[src/rtl/alu_operand_issue_if.sv]
// ----------------------------------------------------------------------------
// alu_operand_issue_if
// Decode-to-issue handshake bundle. Decode presents one instruction per cycle
// with id_valid. The issue stage answers with id_ready in the same cycle.
//
// Signals:
//   id_valid                  decode holds a valid instruction
//   id_ready                  issue stage accepts it this cycle
//   id_rs1_addr/id_rs2_addr   source register indices
//   id_rs1_data/id_rs2_data   register-file read data
//   id_imm, id_pc             sign-extended immediate, instruction PC
//   id_src_a                  operand A select (00=rs1, 01=pc, 1x=zero)
//   id_src_b                  operand B select (0=rs2, 1=imm)
//   id_alu_op                 ALU opcode
//   id_rd_addr                destination register
//   id_reg_write/_mem_read/_mem_write   control bits
//
// Modports:
//   master  decode side (drives the instruction, samples id_ready)
//   slave   issue side (samples the instruction, drives id_ready)
// ----------------------------------------------------------------------------
interface alu_operand_issue_if #(
    parameter int DATA_WIDTH     = 32,
    parameter int REG_ADDR_WIDTH = 5
);
    logic                      id_valid;
    logic                      id_ready;
    logic [REG_ADDR_WIDTH-1:0] id_rs1_addr;
    logic [REG_ADDR_WIDTH-1:0] id_rs2_addr;
    logic [DATA_WIDTH-1:0]     id_rs1_data;
    logic [DATA_WIDTH-1:0]     id_rs2_data;
    logic [DATA_WIDTH-1:0]     id_imm;
    logic [DATA_WIDTH-1:0]     id_pc;
    logic [1:0]                id_src_a;
    logic                      id_src_b;
    logic [3:0]                id_alu_op;
    logic [REG_ADDR_WIDTH-1:0] id_rd_addr;
    logic                      id_reg_write;
    logic                      id_mem_read;
    logic                      id_mem_write;

    modport master (
        output id_valid,
        output id_rs1_addr,
        output id_rs2_addr,
        output id_rs1_data,
        output id_rs2_data,
        output id_imm,
        output id_pc,
        output id_src_a,
        output id_src_b,
        output id_alu_op,
        output id_rd_addr,
        output id_reg_write,
        output id_mem_read,
        output id_mem_write,
        input  id_ready
    );

    modport slave (
        input  id_valid,
        input  id_rs1_addr,
        input  id_rs2_addr,
        input  id_rs1_data,
        input  id_rs2_data,
        input  id_imm,
        input  id_pc,
        input  id_src_a,
        input  id_src_b,
        input  id_alu_op,
        input  id_rd_addr,
        input  id_reg_write,
        input  id_mem_read,
        input  id_mem_write,
        output id_ready
    );
endinterface

[src/rtl/alu_operand_issue.sv]
// ----------------------------------------------------------------------------
// alu_operand_issue
// ID/EX stage register feeding the ALU. Picks operand sources, resolves RAW
// hazards by forwarding from EX, MEM and WB, inserts a one-cycle bubble on a
// load-use hazard, holds under EX backpressure and clears on flush.
//
// Ports:
//   clk, rst_n        clock, synchronous active-low reset
//   id                decode handshake bundle (slave side)
//   ex_ready          EX can accept/advance its occupant
//   ex_result         combinational ALU result of the current occupant
//   mem_fwd_*         MEM-stage forward (valid, rd, data)
//   wb_fwd_*          WB-stage forward (valid, rd, data)
//   flush             kill the occupant and the decode instruction
//   ex_valid          occupant valid
//   ex_a, ex_b        ALU operands
//   ex_alu_op         ALU opcode
//   ex_store_data     forwarded rs2 value for stores
//   ex_rd_addr        occupant destination register
//   ex_reg_write/_mem_read/_mem_write   occupant control bits
//   stall_cnt         saturating count of load-use stall cycles
// ----------------------------------------------------------------------------
module alu_operand_issue #(
    parameter int DATA_WIDTH     = 32,
    parameter int REG_ADDR_WIDTH = 5,
    parameter int CNT_WIDTH      = 32
) (
    input  logic                      clk,
    input  logic                      rst_n,
    alu_operand_issue_if.slave        id,
    input  logic                      ex_ready,
    input  logic [DATA_WIDTH-1:0]     ex_result,
    input  logic                      mem_fwd_valid,
    input  logic [REG_ADDR_WIDTH-1:0] mem_fwd_rd,
    input  logic [DATA_WIDTH-1:0]     mem_fwd_data,
    input  logic                      wb_fwd_valid,
    input  logic [REG_ADDR_WIDTH-1:0] wb_fwd_rd,
    input  logic [DATA_WIDTH-1:0]     wb_fwd_data,
    input  logic                      flush,
    output logic                      ex_valid,
    output logic [DATA_WIDTH-1:0]     ex_a,
    output logic [DATA_WIDTH-1:0]     ex_b,
    output logic [3:0]                ex_alu_op,
    output logic [DATA_WIDTH-1:0]     ex_store_data,
    output logic [REG_ADDR_WIDTH-1:0] ex_rd_addr,
    output logic                      ex_reg_write,
    output logic                      ex_mem_read,
    output logic                      ex_mem_write,
    output logic [CNT_WIDTH-1:0]      stall_cnt
);

    logic                  ex_fwd_ok;
    logic                  rs1_is_x0;
    logic                  rs2_is_x0;
    logic                  rs1_hit_ex;
    logic                  rs1_hit_mem;
    logic                  rs1_hit_wb;
    logic                  rs2_hit_ex;
    logic                  rs2_hit_mem;
    logic                  rs2_hit_wb;
    logic [DATA_WIDTH-1:0] rs1_fwd;
    logic [DATA_WIDTH-1:0] rs2_fwd;
    logic [DATA_WIDTH-1:0] opnd_a;
    logic [DATA_WIDTH-1:0] opnd_b;
    logic                  hazard;
    logic                  adv;
    logic                  accept;
    logic                  stall_event;

    // A load occupant has no result yet, so it never forwards from EX;
    // that case is covered by the load-use bubble instead.
    assign ex_fwd_ok   = ex_valid & ex_reg_write & ~ex_mem_read;

    assign rs1_is_x0   = (id.id_rs1_addr == '0);
    assign rs2_is_x0   = (id.id_rs2_addr == '0);

    assign rs1_hit_ex  = ex_fwd_ok     & (ex_rd_addr == id.id_rs1_addr);
    assign rs1_hit_mem = mem_fwd_valid & (mem_fwd_rd == id.id_rs1_addr);
    assign rs1_hit_wb  = wb_fwd_valid  & (wb_fwd_rd  == id.id_rs1_addr);
    assign rs2_hit_ex  = ex_fwd_ok     & (ex_rd_addr == id.id_rs2_addr);
    assign rs2_hit_mem = mem_fwd_valid & (mem_fwd_rd == id.id_rs2_addr);
    assign rs2_hit_wb  = wb_fwd_valid  & (wb_fwd_rd  == id.id_rs2_addr);

    // Youngest producer wins: EX, then MEM, then WB, then the register file.
    always_comb begin
        rs1_fwd = id.id_rs1_data;
        if (rs1_is_x0) begin
            rs1_fwd = '0;
        end else if (rs1_hit_ex) begin
            rs1_fwd = ex_result;
        end else if (rs1_hit_mem) begin
            rs1_fwd = mem_fwd_data;
        end else if (rs1_hit_wb) begin
            rs1_fwd = wb_fwd_data;
        end
    end

    always_comb begin
        rs2_fwd = id.id_rs2_data;
        if (rs2_is_x0) begin
            rs2_fwd = '0;
        end else if (rs2_hit_ex) begin
            rs2_fwd = ex_result;
        end else if (rs2_hit_mem) begin
            rs2_fwd = mem_fwd_data;
        end else if (rs2_hit_wb) begin
            rs2_fwd = wb_fwd_data;
        end
    end

    always_comb begin
        opnd_a = '0;
        case (id.id_src_a)
            2'b00:   opnd_a = rs1_fwd;
            2'b01:   opnd_a = id.id_pc;
            default: opnd_a = '0;
        endcase
    end

    assign opnd_b = id.id_src_b ? id.id_imm : rs2_fwd;

    // Checked against both sources whatever the operand selects say; a
    // spurious stall costs one cycle, a missed one corrupts data.
    assign hazard = id.id_valid & ex_valid & ex_mem_read & (ex_rd_addr != '0)
                  & ((ex_rd_addr == id.id_rs1_addr) | (ex_rd_addr == id.id_rs2_addr));

    assign adv         = ~ex_valid | ex_ready;
    assign id.id_ready = rst_n & adv & ~hazard & ~flush;
    assign accept      = adv & id.id_valid & id.id_ready;
    assign stall_event = hazard & adv & ~flush;

    always_ff @(posedge clk) begin
        if (!rst_n) begin
            ex_valid      <= 1'b0;
            ex_a          <= '0;
            ex_b          <= '0;
            ex_alu_op     <= '0;
            ex_store_data <= '0;
            ex_rd_addr    <= '0;
            ex_reg_write  <= 1'b0;
            ex_mem_read   <= 1'b0;
            ex_mem_write  <= 1'b0;
        end else if (flush) begin
            // Data fields keep their last values; only validity and side
            // effects are killed.
            ex_valid     <= 1'b0;
            ex_reg_write <= 1'b0;
            ex_mem_read  <= 1'b0;
            ex_mem_write <= 1'b0;
        end else if (accept) begin
            ex_valid      <= 1'b1;
            ex_a          <= opnd_a;
            ex_b          <= opnd_b;
            ex_alu_op     <= id.id_alu_op;
            ex_store_data <= rs2_fwd;
            ex_rd_addr    <= id.id_rd_addr;
            ex_reg_write  <= id.id_reg_write;
            ex_mem_read   <= id.id_mem_read;
            ex_mem_write  <= id.id_mem_write;
        end else if (adv) begin
            ex_valid     <= 1'b0;
            ex_reg_write <= 1'b0;
            ex_mem_read  <= 1'b0;
            ex_mem_write <= 1'b0;
        end
        // !adv: everything holds, including the already-captured operands.
    end

    always_ff @(posedge clk) begin
        if (!rst_n) begin
            stall_cnt <= '0;
        end else if (stall_event && (stall_cnt != '1)) begin
            stall_cnt <= stall_cnt + CNT_WIDTH'(1);
        end
    end

endmodule

[src/flat_wrapper.sv]
// flat-port wrapper written by rule: the top's interface ports become plain ports
module alu_operand_issue_flat 
#(
    parameter int DATA_WIDTH     = 32,
    parameter int REG_ADDR_WIDTH = 5,
    parameter int CNT_WIDTH      = 32
)
  (clk, rst_n, ex_ready, ex_result, mem_fwd_valid, mem_fwd_rd, mem_fwd_data, wb_fwd_valid, wb_fwd_rd, wb_fwd_data, flush, ex_valid, ex_a, ex_b, ex_alu_op, ex_store_data, ex_rd_addr, ex_reg_write, ex_mem_read, ex_mem_write, stall_cnt, id_id_valid, id_id_rs1_addr, id_id_rs2_addr, id_id_rs1_data, id_id_rs2_data, id_id_imm, id_id_pc, id_id_src_a, id_id_src_b, id_id_alu_op, id_id_rd_addr, id_id_reg_write, id_id_mem_read, id_id_mem_write, id_id_ready);
  alu_operand_issue_if #(.DATA_WIDTH(DATA_WIDTH), .REG_ADDR_WIDTH(REG_ADDR_WIDTH)) id_i ();
  input  logic clk;
  input  logic rst_n;
  input  logic ex_ready;
  input  logic [DATA_WIDTH-1:0] ex_result;
  input  logic mem_fwd_valid;
  input  logic [REG_ADDR_WIDTH-1:0] mem_fwd_rd;
  input  logic [DATA_WIDTH-1:0] mem_fwd_data;
  input  logic wb_fwd_valid;
  input  logic [REG_ADDR_WIDTH-1:0] wb_fwd_rd;
  input  logic [DATA_WIDTH-1:0] wb_fwd_data;
  input  logic flush;
  output logic ex_valid;
  output logic [DATA_WIDTH-1:0] ex_a;
  output logic [DATA_WIDTH-1:0] ex_b;
  output logic [3:0] ex_alu_op;
  output logic [DATA_WIDTH-1:0] ex_store_data;
  output logic [REG_ADDR_WIDTH-1:0] ex_rd_addr;
  output logic ex_reg_write;
  output logic ex_mem_read;
  output logic ex_mem_write;
  output logic [CNT_WIDTH-1:0] stall_cnt;
  input wire logic [$bits(id_i.id_valid)-1:0] id_id_valid;
  input wire logic [$bits(id_i.id_rs1_addr)-1:0] id_id_rs1_addr;
  input wire logic [$bits(id_i.id_rs2_addr)-1:0] id_id_rs2_addr;
  input wire logic [$bits(id_i.id_rs1_data)-1:0] id_id_rs1_data;
  input wire logic [$bits(id_i.id_rs2_data)-1:0] id_id_rs2_data;
  input wire logic [$bits(id_i.id_imm)-1:0] id_id_imm;
  input wire logic [$bits(id_i.id_pc)-1:0] id_id_pc;
  input wire logic [$bits(id_i.id_src_a)-1:0] id_id_src_a;
  input wire logic [$bits(id_i.id_src_b)-1:0] id_id_src_b;
  input wire logic [$bits(id_i.id_alu_op)-1:0] id_id_alu_op;
  input wire logic [$bits(id_i.id_rd_addr)-1:0] id_id_rd_addr;
  input wire logic [$bits(id_i.id_reg_write)-1:0] id_id_reg_write;
  input wire logic [$bits(id_i.id_mem_read)-1:0] id_id_mem_read;
  input wire logic [$bits(id_i.id_mem_write)-1:0] id_id_mem_write;
  output wire logic [$bits(id_i.id_ready)-1:0] id_id_ready;
  assign id_i.id_valid = id_id_valid;
  assign id_i.id_rs1_addr = id_id_rs1_addr;
  assign id_i.id_rs2_addr = id_id_rs2_addr;
  assign id_i.id_rs1_data = id_id_rs1_data;
  assign id_i.id_rs2_data = id_id_rs2_data;
  assign id_i.id_imm = id_id_imm;
  assign id_i.id_pc = id_id_pc;
  assign id_i.id_src_a = id_id_src_a;
  assign id_i.id_src_b = id_id_src_b;
  assign id_i.id_alu_op = id_id_alu_op;
  assign id_i.id_rd_addr = id_id_rd_addr;
  assign id_i.id_reg_write = id_id_reg_write;
  assign id_i.id_mem_read = id_id_mem_read;
  assign id_i.id_mem_write = id_id_mem_write;
  assign id_id_ready = id_i.id_ready;
  alu_operand_issue #(.DATA_WIDTH(DATA_WIDTH), .REG_ADDR_WIDTH(REG_ADDR_WIDTH), .CNT_WIDTH(CNT_WIDTH)) u_core (.clk(clk), .rst_n(rst_n), .id(id_i), .ex_ready(ex_ready), .ex_result(ex_result), .mem_fwd_valid(mem_fwd_valid), .mem_fwd_rd(mem_fwd_rd), .mem_fwd_data(mem_fwd_data), .wb_fwd_valid(wb_fwd_valid), .wb_fwd_rd(wb_fwd_rd), .wb_fwd_data(wb_fwd_data), .flush(flush), .ex_valid(ex_valid), .ex_a(ex_a), .ex_b(ex_b), .ex_alu_op(ex_alu_op), .ex_store_data(ex_store_data), .ex_rd_addr(ex_rd_addr), .ex_reg_write(ex_reg_write), .ex_mem_read(ex_mem_read), .ex_mem_write(ex_mem_write), .stall_cnt(stall_cnt));
endmodule
[config.mk]
export PLATFORM = sky130hd
export DESIGN_NAME = alu_operand_issue_flat
export DESIGN_NICKNAME = d
export VERILOG_FILES = /design/src/rtl/alu_operand_issue_if.sv /design/src/rtl/alu_operand_issue.sv /design/src/flat_wrapper.sv
export SDC_FILE = /design/constraint.sdc
export NUM_CORES = 1
export LEC_CHECK = 0
export ABC_AREA = 1
export CAP_MARGIN = 20
export CORE_AREA = 2 2 158 160
export CTS_CLUSTER_DIAMETER = 150
export CTS_CLUSTER_SIZE = 8
export DETAILED_ROUTE_END_ITERATION = 8
export DIE_AREA = 0 0 160 162
export PLACE_DENSITY = 0.78
export SYNTH_ARGS = -nofsm -noshare
export SYNTH_HDL_FRONTEND = slang
export SYNTH_SLANG_ARGS = --single-unit
[constraint.sdc]
create_clock -name clk -period 1.98 [get_ports clk]
set_clock_uncertainty 0.05 [all_clocks]
set_input_delay 0.396 -clock clk [delete_from_list [all_inputs] [get_ports clk]]
set_output_delay 0.396 -clock clk [all_outputs]
set_load 0.02 [all_outputs]
==> impl_summary.md, run 1 <==
Worst setup path
The worst path required time is 2.29 ns. The worst setup path is launched from a flop. The path type of the worst setup path is flop to flop.

Along the worst path, the maximum fanout reaches 8. At the worst endpoint, the arrival time is 2.39 ns. The element type at the critical path end is a flop.

Timing
Once routing completed, OpenROAD measured the worst setup slack at -0.09597 ns. The final max-slew violation count is 0. The final number of setup-violating endpoints is 51. The count of final hold-check violations came to 0. The relative max-transition margin is 59.75%.

At the pin with the least slew margin, the transition time is 0.6037 ns. The upper clock frequency limit is 481.7 MHz. The worst path in the final design needs a cycle of 2.076 ns, including I/O delays and setup. Setup repair after global routing could not meet its margin everywhere. In the finished design, the share of the clock period the worst path needs comes to 104.8%.

Synthesis
The largest total area in the synthesized netlist belongs to dfxtp_1. Yosys printed 0 warnings. In this run, synthesis inferred 0 flip-flops with an integrated enable.

After synthesis, the share of flip-flops with an asynchronous set or reset is 0%. Summing the sequential cell areas from Yosys gives 27.90% of the chip area. The number of synthesized register bits is 141.

The share of the synthesized area in the top cell type is 27.90%. Counting every net in the synthesized netlist gives 1956. The netlist area before placement is 10120 µm². After synthesis, the cell types taking the most area are dfxtp_1 (28%), nand2_1 (13%), inv_1 (9.3%). The cell count after synthesis came out at 1689.

The number of different library cells used by synthesis comes to 36. A synthesized cell averages 5.991 µm². The most used flip-flop cell after synthesis is dfxtp_1.

Power
The worst-case IR drop observed on VDD is 0.0003787 V. The power density over cell area is 515.1 nW/µm². The leakage power figure is 8.034 nW.

Placement
The setup slack at placement is -0.7018 ns. The placement-stage cell area is 15310 µm². The global placement routability congestion is 0.9635. The total half-perimeter wirelength after legalization and detailed placement is 39.07 mm. The number of I/O port buffers is 407.

Floorplanning
The floorplan step defined a die boundary enclosing 25920 µm². The number of ports placed on the die boundary is 408. The die outline width is 160 µm. The die height is 162 µm. The starting utilization of the core area is 41.98%. The floorplan has 57 rows. The region available for standard cell placement spans 24110 µm².

Routing
The total DRC errors in the routed layout is 0. The number of vias in the routed layout is 13940. Wires add up to 52.61 mm. The first-pass iteration count of the detailed router is 6. Dividing the detail-routed wire length by the instance count gives 20.84 µm. After detailed routing, the number of vias per cell comes to 5.522. The detailed router finished its first iteration with 1533 violations. The detail route stage leaves a number of antenna-violating nets equal to 0.

Global routing
The number of antenna violations at the first check in global routing came to 15. The number of global-route vias before repair was 12950. The aggregate global routing overflow is 0. The first-pass GRT wire length is 74.64 mm. The global routing usage summed across all routing layers is 37.32%. The largest net degree at the start of global routing is 66.

Clock network
The H-tree was split into 4 levels. The root buffer cell chosen for the clock tree is clkbuf_16. Clock tree synthesis inserted a total of 17 buffers. TritonCTS built the clock tree.

The clock-pin slew on the worst setup and hold paths is 0.07 ns. The clock passes through at most 2 buffers. The later-pin clock latency in the skew report is 0.45 ns.

The clock sink count is 141.

Status
The checks that failed: setup timing. The run finished, with violations left.

Job
The number of maximum-capacitance constraint violations is 0.

Finish
Compared with the post-synthesis result, the final layout area differs by 66.61%. The number of nets in the finished design is 2441. The ratio of cells with drive above 1 in the final layout is 15.59%. With fillers left out, the area of the finished cells amounts to 16860 µm².

Worst hold path
The min-delay analysis places its worst path in the category input port to flop.
-- layer usage --
metal	GRT usage (%)	part of all wire [%]	vias to the layer above
met5	0	0.025	-
met1	42.64	37	6454
met3	8.963	9.7	185
met4	19.25	5.6	2
li1	-	-	6437
met2	65.11	47	865
-- critical path, cell delays in order, from the launching register on --
cell,delay (ns)
dfxtp_2,0.35
inv_2,0.08
buf_4,0.10
nand4_1,0.10
nand4_1,0.11
inv_2,0.07
nand2_4,0.07
nand2_4,0.05
buf_6,0.13
nor2_8,0.20
buf_12,0.17
buf_12,0.12
clkbuf_16,0.16
o21ai_1,0.06
a21oi_1,0.17
-- power by group --
part / switching, mW / leakage [nW] / total [mW] / internal (mW)
registers: 0.0736 / 1.15 / 3.02 / 2.94
logic: 1.20 / 6.60 / 2.32 / 1.12
clock network: 1.57 / 0.277 / 3.34 / 1.77
-- cell usage in the layout, fill, tap and decap left out, drive strengths merged --
master and instances:
clkdlybuf4s50 358, nand2 356, inv 269, nor2 215
o21ai 166, nand3 154, buf 149, dfxtp 141
a21oi 132, nand4 51, nand3b 28, o211ai 27
clkbuf 27, dlygate4sd2 27, xor2 20, dlymetal6s2s 20
nor3 20, diode 14, xnor2 8, clkinv 8
clkinvlp 3, o22ai 3, nor3b 1, o21a 1
a21boi 1, ha 1, bufinv 1
-- synthesized netlist by cell type (4+ instances only) --
| cell | number |
|---|---|
| nand2_1 | 351 |
| inv_1 | 250 |
| nor2_1 | 205 |
| o21ai_0 | 166 |
| nand3_1 | 151 |
| dfxtp_1 | 141 |
| a21oi_1 | 104 |
| clkbuf_1 | 54 |
| nand4_1 | 49 |
| a21oi_2 | 28 |
| nand3b_1 | 28 |
| o211ai_1 | 27 |
| buf_2 | 23 |
| xor2_1 | 20 |
| nor3_1 | 19 |
| inv_2 | 11 |
| xnor2_1 | 8 |
| buf_1 | 7 |
| buf_6 | 6 |
| nor2_2 | 6 |
| buf_4 | 5 |
| buf_12 | 4 |
-- flip-flops by register name, indices dropped and copies added, names as in the netlist --
signal                flops
u_core.ex_a              32
u_core.ex_alu_op          4
u_core.ex_b              32
u_core.ex_mem_read        1
u_core.ex_mem_write       1
u_core.ex_rd_addr         5
u_core.ex_reg_write       1
u_core.ex_store_data     32
u_core.ex_valid           1
u_core.stall_cnt         32
-- area by class of cell --
cell class                      count  area, µm²
Fill cell                        2108       7247
Multi-Input combinational cell   1184       6088
Timing Repair Buffer              564       5893
Sequential cell                   141       2840
Inverter                          265       1010
Clock buffer                       17      425.4
Tap cell                          324      405.4
Clock inverter                     15      152.6
Antenna cell                       14      35.03
Timing Repair inverter              1      8.758
-- cell families after synthesis --
kind of cell / count (synthesis) / share of synthesized area (%)
and+or+nand+nor: 825 / 36.33
buffers and inverters: 364 / 15.11
adders and majority gates: 1 / 0.1236
AOI/OAI and AO/OA: 330 / 18.12
DFF: 141 / 27.90
xor gates and xnor gates: 28 / 2.424
-- worst paths after layout --
kind / startpoint / end / slack (ns) / cells after the start
worst max-delay path: u_core.ex_rd_addr[4] / u_core.ex_a[6] / -0.1 / 14
worst max register to register: u_core.ex_rd_addr[4] / u_core.ex_a[6] / -0.1 / 14
worst min register to register: u_core.ex_mem_write / u_core.ex_mem_write / 0.42 / 2
worst min-delay path: rst_n / u_core.ex_valid / 0.34 / 4
-- metrics by stage --
step                      setup TNS [ns]  instances  power, mW  hold slack [ns]  utilization [%]
final                             -1.340       2525      8.684           0.3372            69.94
after global routing              -10.63       2525      8.926           0.3436            69.94
after CTS                        -0.6174       2485      8.477           0.3346            66.34
after detailed placement          -63.59       2449      5.201           0.4078            63.53
after global placement            -60.36       2449      5.189           0.4020            63.53
after floorplan                        0       1689      3.939           0.4809                -
-- timing repair --
| action | in CTS | in global routing |
|---|---|---|
| buffers inserted | 4 | 12 |
| gates cloned | 0 | 15 |
| hold buffers | 0 | 0 |
| pin swaps | 10 | 34 |
| endpoints found under the setup margin | 106 | 153 |
| resized for setup | 71 | 190 |
(Power assumes the default switching activity.)
==> run 2, diff against run 1 <==
clock period = 2.2 ns   (was 1.98 ns; I/O delays follow)
==> impl_summary.md, run 2 (synthesis results as in run 1) <==
Floorplanning
During I/O placement, the number of pins put on the boundary was 408. The die outline width is 160 µm. Once the floorplan was initialized, standard cells occupied 41.98% of the core. From bottom edge to top edge, the die measures 162 µm.

The region available for standard cell placement spans 24110 µm². The placement row count is 57. The die covers 25920 µm².

Routing
Wires add up to 49.60 mm. For this run, design rule violations remaining after detail routing come to 0. For this run, the detailed router's first-pass iteration total came to 6. The number of vias in the routed layout is 13400. Dividing the detail-routed via count by the number of cells gives 5.392. The residual antenna-violating net count after detailed routing is 0.

Dividing the detail-routed wire length by the instance count gives 19.96 µm. After the first detailed-routing iteration, the DRC count stood at 1653.

Worst setup path
The critical path in this run is classified as flop to output pin. Among all stages on the critical path, the largest delay is contributed by clkdlybuf4s50_1. The maximum single-stage delay on the critical path is 0.59 ns. The startpoint type of the worst setup path is a flop. The buffer and inverter count on the worst path is 2. The highest fanout seen on the critical path is 5. Data on the critical path arrives at its endpoint at 1.68 ns. STA puts the critical path data required time at 1.71 ns. The gate family responsible for the most delay along the worst path is buffers and inverters. The element type at the critical path end is an output pin. The signal on the critical path passes through buf_4 -> clkdlybuf4s50_1.

Clock network
The clock-pin slew on the worst setup and hold paths is 0.06 ns. The clock passes through at most 2 buffers. TritonCTS created 17 clock buffers.

The clock sink count is 141. TritonCTS built the clock tree. The later-pin clock latency in the skew report is 0.44 ns. CTS built an H-tree with a depth of 4. Clock tree synthesis selected as its root buffer the cell clkbuf_16.

Timing
Setup repair after global routing could not meet its margin everywhere. The final number of setup-violating endpoints is 0. The upper clock frequency limit is 460.3 MHz.

At the pin with the least slew margin, the transition time is 1.023 ns. The count of final hold-check violations is 0. Measured against its own limit, the worst slew margin works out to 31.79%. The post-route fraction of the period consumed by the critical path is 98.76%. The final max-slew violation count is 0. The worst path needs 2.173 ns of the cycle, external delays included.

Power
In this run the static leakage power is 7.289 nW. Cell internal power was estimated by the tool at 5.194 mW. The sequential power share is 35.6%. The power density over cell area is 475.5 nW/µm². In this run switching power makes up 31.84% of total power. The proportion of power drawn by the clock network is 38.5%. For this design the total switching power over the nets is 2.426 mW. The maximum vdd drop is 0.0003998 V. Summing internal, switching and leakage power gives 7.621 mW.

Per report_power, the combinational group accounts for 25.9% of the total.

Placement
The total half-perimeter wirelength after legalization and detailed placement is 39.11 mm. In this run, placement finished with an instance count of 2435. The global placement routability congestion is 0.9417. The number of I/O port buffers is 407.

Global routing
The number of antenna violations at the first check in global routing is 11. Global routing finished with a remaining overflow of 0. The largest net degree at the start of global routing is 107. The number of global-route vias before repair came to 12840. The first global-routing pass estimated 73.95 mm of wire. The global routing usage summed across all routing layers is 37.08%.

Finish
The top cell types in the final layout, fill and taps aside, are clkdlybuf4s50_1 (394), nand2_1 (346), inv_1 (247). The area added between synthesis and finish is 58.40%. The post-route netlist has 11.34% of its cells at a drive strength greater than 1.

The number of nets in the finished design is 2405. The library cell used most frequently in the layout, excluding fill and tap cells, is clkdlybuf4s50_1. The final non-filler cell total is 2485.

Job
The tool flagged a number of max-cap violations equal to 0.

Status
The flow ran to the end, and the final reports show no timing, DRC or antenna violations.

Worst hold path
The class of the most critical hold timing path is flop to flop.
[run 2: power groups by stage]
| stage | Clock, mW | Sequential [mW] | Combinational, mW |
|---|---|---|---|
| 6_report | 2.93 | 2.71 | 1.98 |
| 5_1_grt | 3.04 | 2.72 | 2.10 |
| 3_5_place_dp | 0 | 2.76 | 1.91 |
| 2_1_floorplan | 0 | 2.87 | 0.671 |
| 4_1_cts | 2.94 | 2.71 | 1.92 |
| 3_3_place_gp | 0 | 2.76 | 1.91 |
[run 2: through the flow]
stage	worst slack, ns	TNS [ns]	area, µm²	hold slack, ns	utilization (%)
after floorplan	0.2904	0	10120	0.4904	-
after global placement	-0.5310	-38.14	15180	0.4010	62.99
after detailed placement	-0.5538	-40.77	15180	0.4003	62.99
after CTS	0.02339	0	15790	0.3999	65.48
after global routing	-0.01311	-0.02120	16030	0.4261	66.49
final	0.02727	0	16030	0.4181	66.49
[run 2: area by class of cell]
type	instances	area (µm²)
Multi-Input combinational cell	1184	5867
Timing Repair Buffer	529	5314
Tap cell	324	405.4
Fill cell	2209	8078
Clock buffer	17	425.4
Antenna cell	10	25.02
Sequential cell	141	2833
Clock inverter	15	152.6
Inverter	265	1006
[run 2: routing by layer]
metal / wire (µm) / part of all wire, % / track usage, %
met1: 19060 / 38 / 42.95
met2: 23240 / 47 / 63.30
met3: 4358 / 8.8 / 8.580
met4: 2946 / 5.9 / 20.97
met5: 0 / 0 / 0
[run 2: timing repair]
action	in CTS	in global routing
resized for setup	18	45
setup endpoints to repair	1	53
hold buffers	0	0
cloned	0	3
pin swaps	4	11
buffers inserted	4	2
[run 2: path summary, 6_finish.rpt]
path	startpoint	endpoint	slack, ns	cells past startpoint
worst max-delay path	u_core.ex_rd_addr[3]	ex_rd_addr[3]	0.03	2
worst min-delay path	u_core.ex_mem_write	u_core.ex_mem_write	0.42	2
worst max register to register	u_core.ex_rd_addr[2]	u_core.ex_b[0]	0.10	14
worst min register to register	u_core.ex_mem_write	u_core.ex_mem_write	0.42	2
[run 2: tightest hold or removal path, delay by kind of cell, from the launching register on]
family	cells	cell delay (ns)
simple gates	1	0.06
compound gates	1	0.06
flops	1	0.31
==> run 3, diff against run 2 <==
CTS_CLUSTER_SIZE = unset   (was 8)
==> results of run 3 <==
Final layout, timing and power as in run 2 (identical DEF).
